### src/rtl/wb_unit_if.sv
// Bus bundle between the pipeline and the writeback unit.
// The pipeline side uses the master modport and the writeback unit uses the slave modport.
interface wb_unit_if #(
   parameter int XLEN   = 32,
   parameter int REG_AW = 5
);
   logic              alu_valid;
   logic [REG_AW-1:0] alu_rd;
   logic [XLEN-1:0]   alu_result;
   logic              ld_req_valid;
   logic              ld_req_ready;
   logic [REG_AW-1:0] ld_rd;
   logic [2:0]        ld_funct3;
   logic [1:0]        ld_addr_lo;
   logic              mem_rvalid;
   logic [XLEN-1:0]   mem_rdata;
   logic              write_en;
   logic [REG_AW-1:0] write_reg;
   logic [XLEN-1:0]   write_data;
   logic              busy;

   modport master (
      output alu_valid, alu_rd, alu_result,
      output ld_req_valid, ld_rd, ld_funct3, ld_addr_lo,
      output mem_rvalid, mem_rdata,
      input  ld_req_ready, write_en, write_reg, write_data, busy
   );

   modport slave (
      input  alu_valid, alu_rd, alu_result,
      input  ld_req_valid, ld_rd, ld_funct3, ld_addr_lo,
      input  mem_rvalid, mem_rdata,
      output ld_req_ready, write_en, write_reg, write_data, busy
   );
endinterface

### src/rtl/wb_unit.sv
// RV32I writeback unit: sole register-file writer, merging single-cycle ALU results
// with one outstanding load; the ALU wins collisions and the load waits in a hold register.
module wb_unit #(
   parameter int XLEN   = 32,
   parameter int REG_AW = 5
) (
   input  logic    clk,
   input  logic    reset_n,
   wb_unit_if.slave wb
);

   typedef enum logic [1:0] {
      IDLE     = 2'd0,
      WAIT_MEM = 2'd1,
      LD_HOLD  = 2'd2
   } state_t;

   state_t            state_q, state_d;
   logic [REG_AW-1:0] rd_q, rd_d;
   logic [2:0]        f3_q, f3_d;
   logic [1:0]        lo_q, lo_d;
   logic [XLEN-1:0]   hold_q, hold_d;
   logic              write_en_q, write_en_d;
   logic [REG_AW-1:0] write_reg_q, write_reg_d;
   logic [XLEN-1:0]   write_data_q, write_data_d;
   logic [XLEN-1:0]   fmt_s;

   // Misaligned halfwords select by addr bit 1 only; unknown funct3 codes return the full word.
   function automatic logic [XLEN-1:0] fmt_load(input logic [XLEN-1:0] w,
                                                input logic [2:0]      f3,
                                                input logic [1:0]      lo);
      logic [7:0]  b;
      logic [15:0] h;
      logic [XLEN-1:0] r;
      b = w[{lo, 3'b000} +: 8];
      if (lo[1]) begin
         h = w[31:16];
      end else begin
         h = w[15:0];
      end
      case (f3)
         3'b000:  r = {{24{b[7]}}, b};
         3'b100:  r = {24'd0, b};
         3'b001:  r = {{16{h[15]}}, h};
         3'b101:  r = {16'd0, h};
         default: r = w;
      endcase
      return r;
   endfunction

   assign fmt_s = fmt_load(wb.mem_rdata, f3_q, lo_q);

   // Next-state and write-port selection; the ALU always owns the port when valid.
   always_comb begin
      state_d      = state_q;
      rd_d         = rd_q;
      f3_d         = f3_q;
      lo_d         = lo_q;
      hold_d       = hold_q;
      write_en_d   = 1'b0;
      write_reg_d  = write_reg_q;
      write_data_d = write_data_q;

      if (wb.alu_valid) begin
         write_en_d   = (wb.alu_rd != {REG_AW{1'b0}});
         write_reg_d  = wb.alu_rd;
         write_data_d = wb.alu_result;
      end else begin
         write_en_d   = 1'b0;
      end

      case (state_q)
         IDLE: begin
            if (wb.ld_req_valid) begin
               rd_d    = wb.ld_rd;
               f3_d    = wb.ld_funct3;
               lo_d    = wb.ld_addr_lo;
               state_d = WAIT_MEM;
            end else begin
               state_d = IDLE;
            end
         end
         WAIT_MEM: begin
            if (!wb.mem_rvalid) begin
               state_d = WAIT_MEM;
            end else if (wb.alu_valid) begin
               hold_d  = fmt_s;
               state_d = LD_HOLD;
            end else begin
               write_en_d   = (rd_q != {REG_AW{1'b0}});
               write_reg_d  = rd_q;
               write_data_d = fmt_s;
               state_d      = IDLE;
            end
         end
         LD_HOLD: begin
            if (wb.alu_valid) begin
               state_d = LD_HOLD;
            end else begin
               write_en_d   = (rd_q != {REG_AW{1'b0}});
               write_reg_d  = rd_q;
               write_data_d = hold_q;
               state_d      = IDLE;
            end
         end
         default: begin
            state_d = IDLE;
         end
      endcase
   end

   // State, captured load descriptor, hold register and registered write port.
   always_ff @(posedge clk or negedge reset_n) begin
      if (!reset_n) begin
         state_q      <= IDLE;
         rd_q         <= {REG_AW{1'b0}};
         f3_q         <= 3'b000;
         lo_q         <= 2'b00;
         hold_q       <= {XLEN{1'b0}};
         write_en_q   <= 1'b0;
         write_reg_q  <= {REG_AW{1'b0}};
         write_data_q <= {XLEN{1'b0}};
      end else begin
         state_q      <= state_d;
         rd_q         <= rd_d;
         f3_q         <= f3_d;
         lo_q         <= lo_d;
         hold_q       <= hold_d;
         write_en_q   <= write_en_d;
         write_reg_q  <= write_reg_d;
         write_data_q <= write_data_d;
      end
   end

   assign wb.write_en     = write_en_q;
   assign wb.write_reg    = write_reg_q;
   assign wb.write_data   = write_data_q;
   assign wb.busy         = (state_q != IDLE);
   assign wb.ld_req_ready = (state_q == IDLE);

endmodule

### src/flat_wrapper.sv
// flat-port wrapper written by rule: the top's interface ports become plain ports
module wb_unit_flat 
#(
   parameter int XLEN   = 32,
   parameter int REG_AW = 5
)
  (clk, reset_n, wb_alu_valid, wb_alu_rd, wb_alu_result, wb_ld_req_valid, wb_ld_rd, wb_ld_funct3, wb_ld_addr_lo, wb_mem_rvalid, wb_mem_rdata, wb_ld_req_ready, wb_write_en, wb_write_reg, wb_write_data, wb_busy);
  wb_unit_if #(.XLEN(XLEN), .REG_AW(REG_AW)) wb_i ();
  input  logic clk;
  input  logic reset_n;
  input wire logic [$bits(wb_i.alu_valid)-1:0] wb_alu_valid;
  input wire logic [$bits(wb_i.alu_rd)-1:0] wb_alu_rd;
  input wire logic [$bits(wb_i.alu_result)-1:0] wb_alu_result;
  input wire logic [$bits(wb_i.ld_req_valid)-1:0] wb_ld_req_valid;
  input wire logic [$bits(wb_i.ld_rd)-1:0] wb_ld_rd;
  input wire logic [$bits(wb_i.ld_funct3)-1:0] wb_ld_funct3;
  input wire logic [$bits(wb_i.ld_addr_lo)-1:0] wb_ld_addr_lo;
  input wire logic [$bits(wb_i.mem_rvalid)-1:0] wb_mem_rvalid;
  input wire logic [$bits(wb_i.mem_rdata)-1:0] wb_mem_rdata;
  output wire logic [$bits(wb_i.ld_req_ready)-1:0] wb_ld_req_ready;
  output wire logic [$bits(wb_i.write_en)-1:0] wb_write_en;
  output wire logic [$bits(wb_i.write_reg)-1:0] wb_write_reg;
  output wire logic [$bits(wb_i.write_data)-1:0] wb_write_data;
  output wire logic [$bits(wb_i.busy)-1:0] wb_busy;
  assign wb_i.alu_valid = wb_alu_valid;
  assign wb_i.alu_rd = wb_alu_rd;
  assign wb_i.alu_result = wb_alu_result;
  assign wb_i.ld_req_valid = wb_ld_req_valid;
  assign wb_i.ld_rd = wb_ld_rd;
  assign wb_i.ld_funct3 = wb_ld_funct3;
  assign wb_i.ld_addr_lo = wb_ld_addr_lo;
  assign wb_i.mem_rvalid = wb_mem_rvalid;
  assign wb_i.mem_rdata = wb_mem_rdata;
  assign wb_ld_req_ready = wb_i.ld_req_ready;
  assign wb_write_en = wb_i.write_en;
  assign wb_write_reg = wb_i.write_reg;
  assign wb_write_data = wb_i.write_data;
  assign wb_busy = wb_i.busy;
  wb_unit #(.XLEN(XLEN), .REG_AW(REG_AW)) u_core (.clk(clk), .reset_n(reset_n), .wb(wb_i));
endmodule
### config.mk
export PLATFORM = sky130hd
export DESIGN_NAME = wb_unit_flat
export DESIGN_NICKNAME = d
export VERILOG_FILES = /design/src/rtl/wb_unit_if.sv /design/src/rtl/wb_unit.sv /design/src/flat_wrapper.sv
export SDC_FILE = /design/constraint.sdc
export NUM_CORES = 1
export LEC_CHECK = 0
export CAP_MARGIN = 20
export CORE_AREA = 10 10 106 108
export DETAILED_ROUTE_END_ITERATION = 8
export DIE_AREA = 0 0 116 118
export GPL_TIMING_DRIVEN = 0
export PLACE_DENSITY_LB_ADDON = 0.25
export REMOVE_ABC_BUFFERS = 1
export SLEW_MARGIN = 20
export SYNTH_ARGS = -nofsm -noshare
export SYNTH_HDL_FRONTEND = slang
export SYNTH_SLANG_ARGS = --single-unit
### constraint.sdc
create_clock -name clk -period 5.35 [get_ports clk]
set_clock_uncertainty 0.1 [all_clocks]
set_input_delay 0.535 -clock clk [delete_from_list [all_inputs] [get_ports clk]]
set_output_delay 0.535 -clock clk [all_outputs]
set_load 0.1 [all_outputs]
# After elaboration in Yosys (flattened, before gate mapping)
# Cells that the tools add are included.
[word_totals]
regBits = 82
inputBits = 84
output_inout_bits = 40
wordCells = 40
[classes]
n_eq_ne = 5
mux = 19
reduce_logical = 7
shifts = 1
[op_table]
columns = ["operator", "count"]
rows = [
  ["2-to-1 mux 32 bit", 4],
  ["case mux 32 bit (4 select lines)", 1],
  ["case mux 32 bit (2 select lines)", 1],
  ["variable part select 32 x 6 -> 8 bit", 1],
  ["2-to-1 mux 16 bit", 1],
  ["2-to-1 mux 5 bit", 3],
  ["case mux 5 bit (2 select lines)", 1],
  ["nonzero test 5 bit", 2],
  ["== test 3 bit, second input constant", 2],
  ["case mux 2 bit (3 select lines)", 1],
  ["2-to-1 mux 1 bit", 4],
  ["2-to-1 mux 2 bit", 2],
  ["== test 3 x 1 -> 1 bit, second input constant", 1],
  ["logical NOT 3 bit", 1],
  ["AND reduction 3 bit", 1],
  ["== test 2 x 1 -> 1 bit, second input constant", 1],
  ["== test 2 bit, second input constant", 1],
  ["logical NOT 2 bit", 1],
  ["case mux 1 bit (2 select lines)", 1],
  ["AND reduction 2 bit", 1],
  ["nonzero test 2 bit", 1],
]

# Longest topological paths before layout
[depth]
depth_word = 5
mapped_depth = 9
ltp_nobuf = 6

# Least setup slack after synthesis
# Ideal clock, no wire load.
[synth_path]
kind = "reg-to-output"
from = "register u_core.state_q[0]"
to = "output wb_busy"
path_buffers = 0
stages_incl_launch_ff = 4
arrival_time_ns = 1.967
t_required_ns = 4.715
setup_slack_ns = 2.748
path_cell_list = "dfrtp_1 > inv_1 > ha_1 > inv_1"
[synth_via]
elab_chain_len = 1
[synth_lines]
columns = ["element", "line_no", "rtl"]
rows = [
  ["start, declared", "wb_unit.sv:18", "state_t state_q, state_d;"],
  ["start signal, assigned", "wb_unit.sv:124", "state_q <= state_d;"],
  ["nonzero test 2 bit", "wb_unit.sv:138", "assign wb.busy = (state_q != IDLE);"],
  ["end, declared", "flat_wrapper.sv:24", "output wire logic [$bits(wb_i.busy)-1:0] wb_busy;"],
]
# Every way passes these cells.

# Final worst setup path
[layout_path]
from = "register u_core.state_q[1]"
to = "register u_core.hold_q[22]"
[layout_via]
elab_chain_len = 2
[layout_lines]
columns = ["element", "line_no", "rtl"]
rows = [
  ["== test 2 x 1 -> 1 bit", "wb_unit.sv:72", "case (state_q)"],
  ["AND reduction 3 bit (no source line)", "--", ""],
  ["end signal, assigned", "wb_unit.sv:119", "hold_q <= {XLEN{1'b0}};"],
  ["end signal, assigned", "wb_unit.sv:128", "hold_q <= hold_d;"],
  ["end, declared", "wb_unit.sv:22", "logic [XLEN-1:0] hold_q, hold_d;"],
]
# Every way passes these cells.
# A chain may end at the register's enable or synchronous reset.

==> summary.txt <==
Cells and area
  – Fill cells: 733
  – Ant diodes: 0
  – Final net count: 698
  – Layout cell share with drive strength beyond 1: 10.89%
  – Fin cells: 726
  – Finished layout cell area: 6365 µm²
  – Util after Layout: 69.88%
  – P&R area growth vs syn: 31.55%

Timing
  – Setup violators final: 0
  – Max Transition Viols Final: 0
  – Final worst slack: 2.384 ns
  – RSZ-0062 raised after global routing: false
  – Rel. slew slack: 29.03%
  – Setup TNS Final: 0 ns
  – Max Freq: 337.2 MHz
  – Post-layout min period: 2.966 ns
  – Worst-Margin Slew: 1.065 ns
  – Final hold vios: 0
  – Crit share post-route: 55.44%

Die
  – # rows: 35
  – Die W: 116 µm
  – Die height: 118 µm
  – Initial Util: 53.12%
  – CORE AREA: 9109 µm²
  – I/O pins: 124
  – Die ar.: 13690 µm²

Clock network
  – CTS HTree Levels: 3
  – Hold buffer count at CTS: 0
  – Resized Gates After CTS: 0
  – Clk_lat worst skew: 0.36 ns
  – Sink Count: 82
  – Clk buf depth: 2
  – Post-CTS Setup Bufs: 0
  – Clk pin slew, worst setup/hold paths: 0.09 ns
  – Clock tree from TritonCTS: yes
  – Num CTS Buffers: 9
  – Clock Tree Root: clkbuf_8

Pwr
  – VDD IR-drop max: 0.4764 mV
  – PD cells: 732.7 nW/µm²
  – P_leak: 2.661 nW

Routing
  – Met3 WL: 1243 µm
  – Residual DRC: 0
  – WL/cell: 20.71 µm
  – DRT iter0 DRCs: 296
  – Routed vias: 4486
  – Metal-1 WL: 6069 µm
  – Highest routed layer: met4
  – Post-Route WL: 15040 µm
  – Met2 WL: 7558 µm
  – TritonRoute pass-1 iters: 7
  – Drt via density: 6.179
  – Detail Route Antenna Nets: 0

Critical path
  – Worst Path Max Fanout: 16
  – CP required: 5.52 ns
  – R2r setup slk: 2.38 ns
  – Most numerous cell on the critical path: inv_1
  – Cell family with most CP delay: simple AND/OR/NAND/NOR gates
  – CP cell instances: inv_1 -> ha_1 -> inv_1 -> nor3_4 -> nand4_2 -> nand3_1
  – Critical path's slowest cell: ha_1
  – CP Launch Point: u_core.state_q[1]
  – Critical Setup Path Class: reg2reg
  – Reg2Reg Launch Point: u_core.state_q[1]
  – Crit path buf inv count: 2
  – Arr. time, crit path: 3.13 ns
  – CP Capture Type: flop
  – Crit path launch type: flop
  – Crit path largest cell delay: 0.62 ns

Logic synthesis
  – Sequential cell area fraction in the yosys report: 42.41%
  – Multiplexer share of the synthesized area: 10.27%
  – Cell area after synthesis: 4838 µm²
  – Cells after Synth: 511
  – Syn_area_per_cell: 9.468 µm²
  – Top_reg_cell synth: dfrtp_1
  – Asr flop ratio synth: 100.0%
  – Register bit total from synthesis: 82
  – Largest family of logic cells by synthesized area: compound AO/OA/AOI/OAI gates
  – Synth Area in Compound Gates: 22.01%
  – Xor/xnor cell area share of the yosys netlist: 0%
  – Post-synth EDFFs: 0
  – Synth Area in Simple Gates: 19.71%
  – Synth Area in Adders: 1.034%
  – YS warnings: 0
  – Unique masters post-synth: 51

Global routing
  – Largest net degree at the start of global routing: 51
  – Vias in the first global route: 4667
  – Overall routing resource usage: 21.84%
  – First-pass GRT wire length: 24330 µm
  – Gr ovfl total: 0
  – Initial antenna violation count: 0

Flow run
  – Max-Cap Viols: 0

Placed design
  – Port Buffer Count: 123
  – Setup Slack @ Placement: 1.941 ns
  – Final HPWL DP: 10930 µm
  – Placed Cells: 709
  – GP Congestion: 0.8566
  – Placed inst area: 6122 µm²

Status
  – Status: finished, final reports clean

Min path
  – HP Class: in2async
## final timing paths
check,cells after the start,to
max in group asynchronous,2,u_core.f3_q[1]
setup / recovery,6,u_core.hold_q[22]
hold / removal,1,u_core.wb.write_data[4]
setup reg to reg,6,u_core.hold_q[22]
min in group clk,2,u_core.hold_q[7]
hold reg to reg,2,u_core.hold_q[7]
## cells in the mapped netlist (all sizes together) (2+ instances only)
cell type / instances / area share, %
o211ai: 5 / 0.78
o21a: 9 / 1.4
o21ai: 33 / 4.3
ha: 4 / 1.0
a211oi: 3 / 0.47
and2: 7 / 0.91
nor3: 9 / 1.0
nand2: 64 / 5.0
o31ai: 2 / 0.31
o311ai: 7 / 1.3
nor2: 12 / 0.93
nor2b: 17 / 2.2
a22o: 3 / 0.54
o2bb2ai: 3 / 0.54
clkbuf: 20 / 1.6
o32ai: 5 / 0.91
inv: 10 / 0.78
dfrtp: 82 / 42
nand3: 51 / 5.3
a21oi: 14 / 1.4
nand2b: 24 / 3.1
mux2: 23 / 5.5
a21o: 2 / 0.31
a221oi: 11 / 2.4
o22ai: 9 / 1.2
o221ai: 16 / 2.9
a31oi: 4 / 0.83
buf: 20 / 2.2
a222oi: 7 / 1.4
mux2i: 23 / 4.8
## cell families after synthesis
logic type / count (synthesis)
flops: 82
simple gates: 191
mux: 46
fa+ha+maj: 4
buf+inv: 50
compound gates: 138
## power breakdown
group | leakage (nW) | internal (mW) | switching [mW]
registers | 0.994 | 0.930 | 0.303
logic | 1.55 | 0.913 | 2.00
clock network | 0.112 | 0.276 | 0.237
## routing by layer
metal  vias up  GRT usage [%]
li1       2093              -
met1      2194          26.65
met2       183          36.91
met3        16          5.912
met4         0          5.164
met5         -              0
## worst register-to-register path, delay by kind of cell (launching register included)
family                   cells  cell delay, ns
adder cells (fa/ha/maj)      1            0.62
AND/OR/NAND/NOR              3            1.34
flip-flops                   1            0.41
buffers and inverters        2            0.41
## through the flow
step	hold slack, ns	total power [mW]
2_1_floorplan	0.1394	3.335
3_3_place_gp	0.3641	4.031
3_5_place_dp	0.3713	4.146
4_1_cts	0.03990	4.662
5_1_grt	0.06199	4.910
6_report	0.02523	4.664
## layout by cell type (no fill, tap or decap), drive strengths merged, types with 10 or more instances in the layout
master,n
dfrtp,82
nand3,51
a21oi,14
nor2,12
nor2b,17
o221ai,16
inv,10
a221oi,11
nand2b,24
clkbuf,10
nand2,64
clkdlybuf4s50,121
mux2,23
mux2i,23
o21ai,33
## layout make-up
cell class                 count  area, µm²  share of cell area, %
timing repair buffer         128       1329                  20.88
inverter                      10      37.54                 0.5897
tap                          111      138.9                  2.182
clock inverter                 6      90.09                  1.415
sequential                    82       2053                  32.26
clock buffer                  10      137.6                  2.162
multi-input combinational    379       2579                  40.52
No activity file was read; power rests on OpenSTA's default activity.
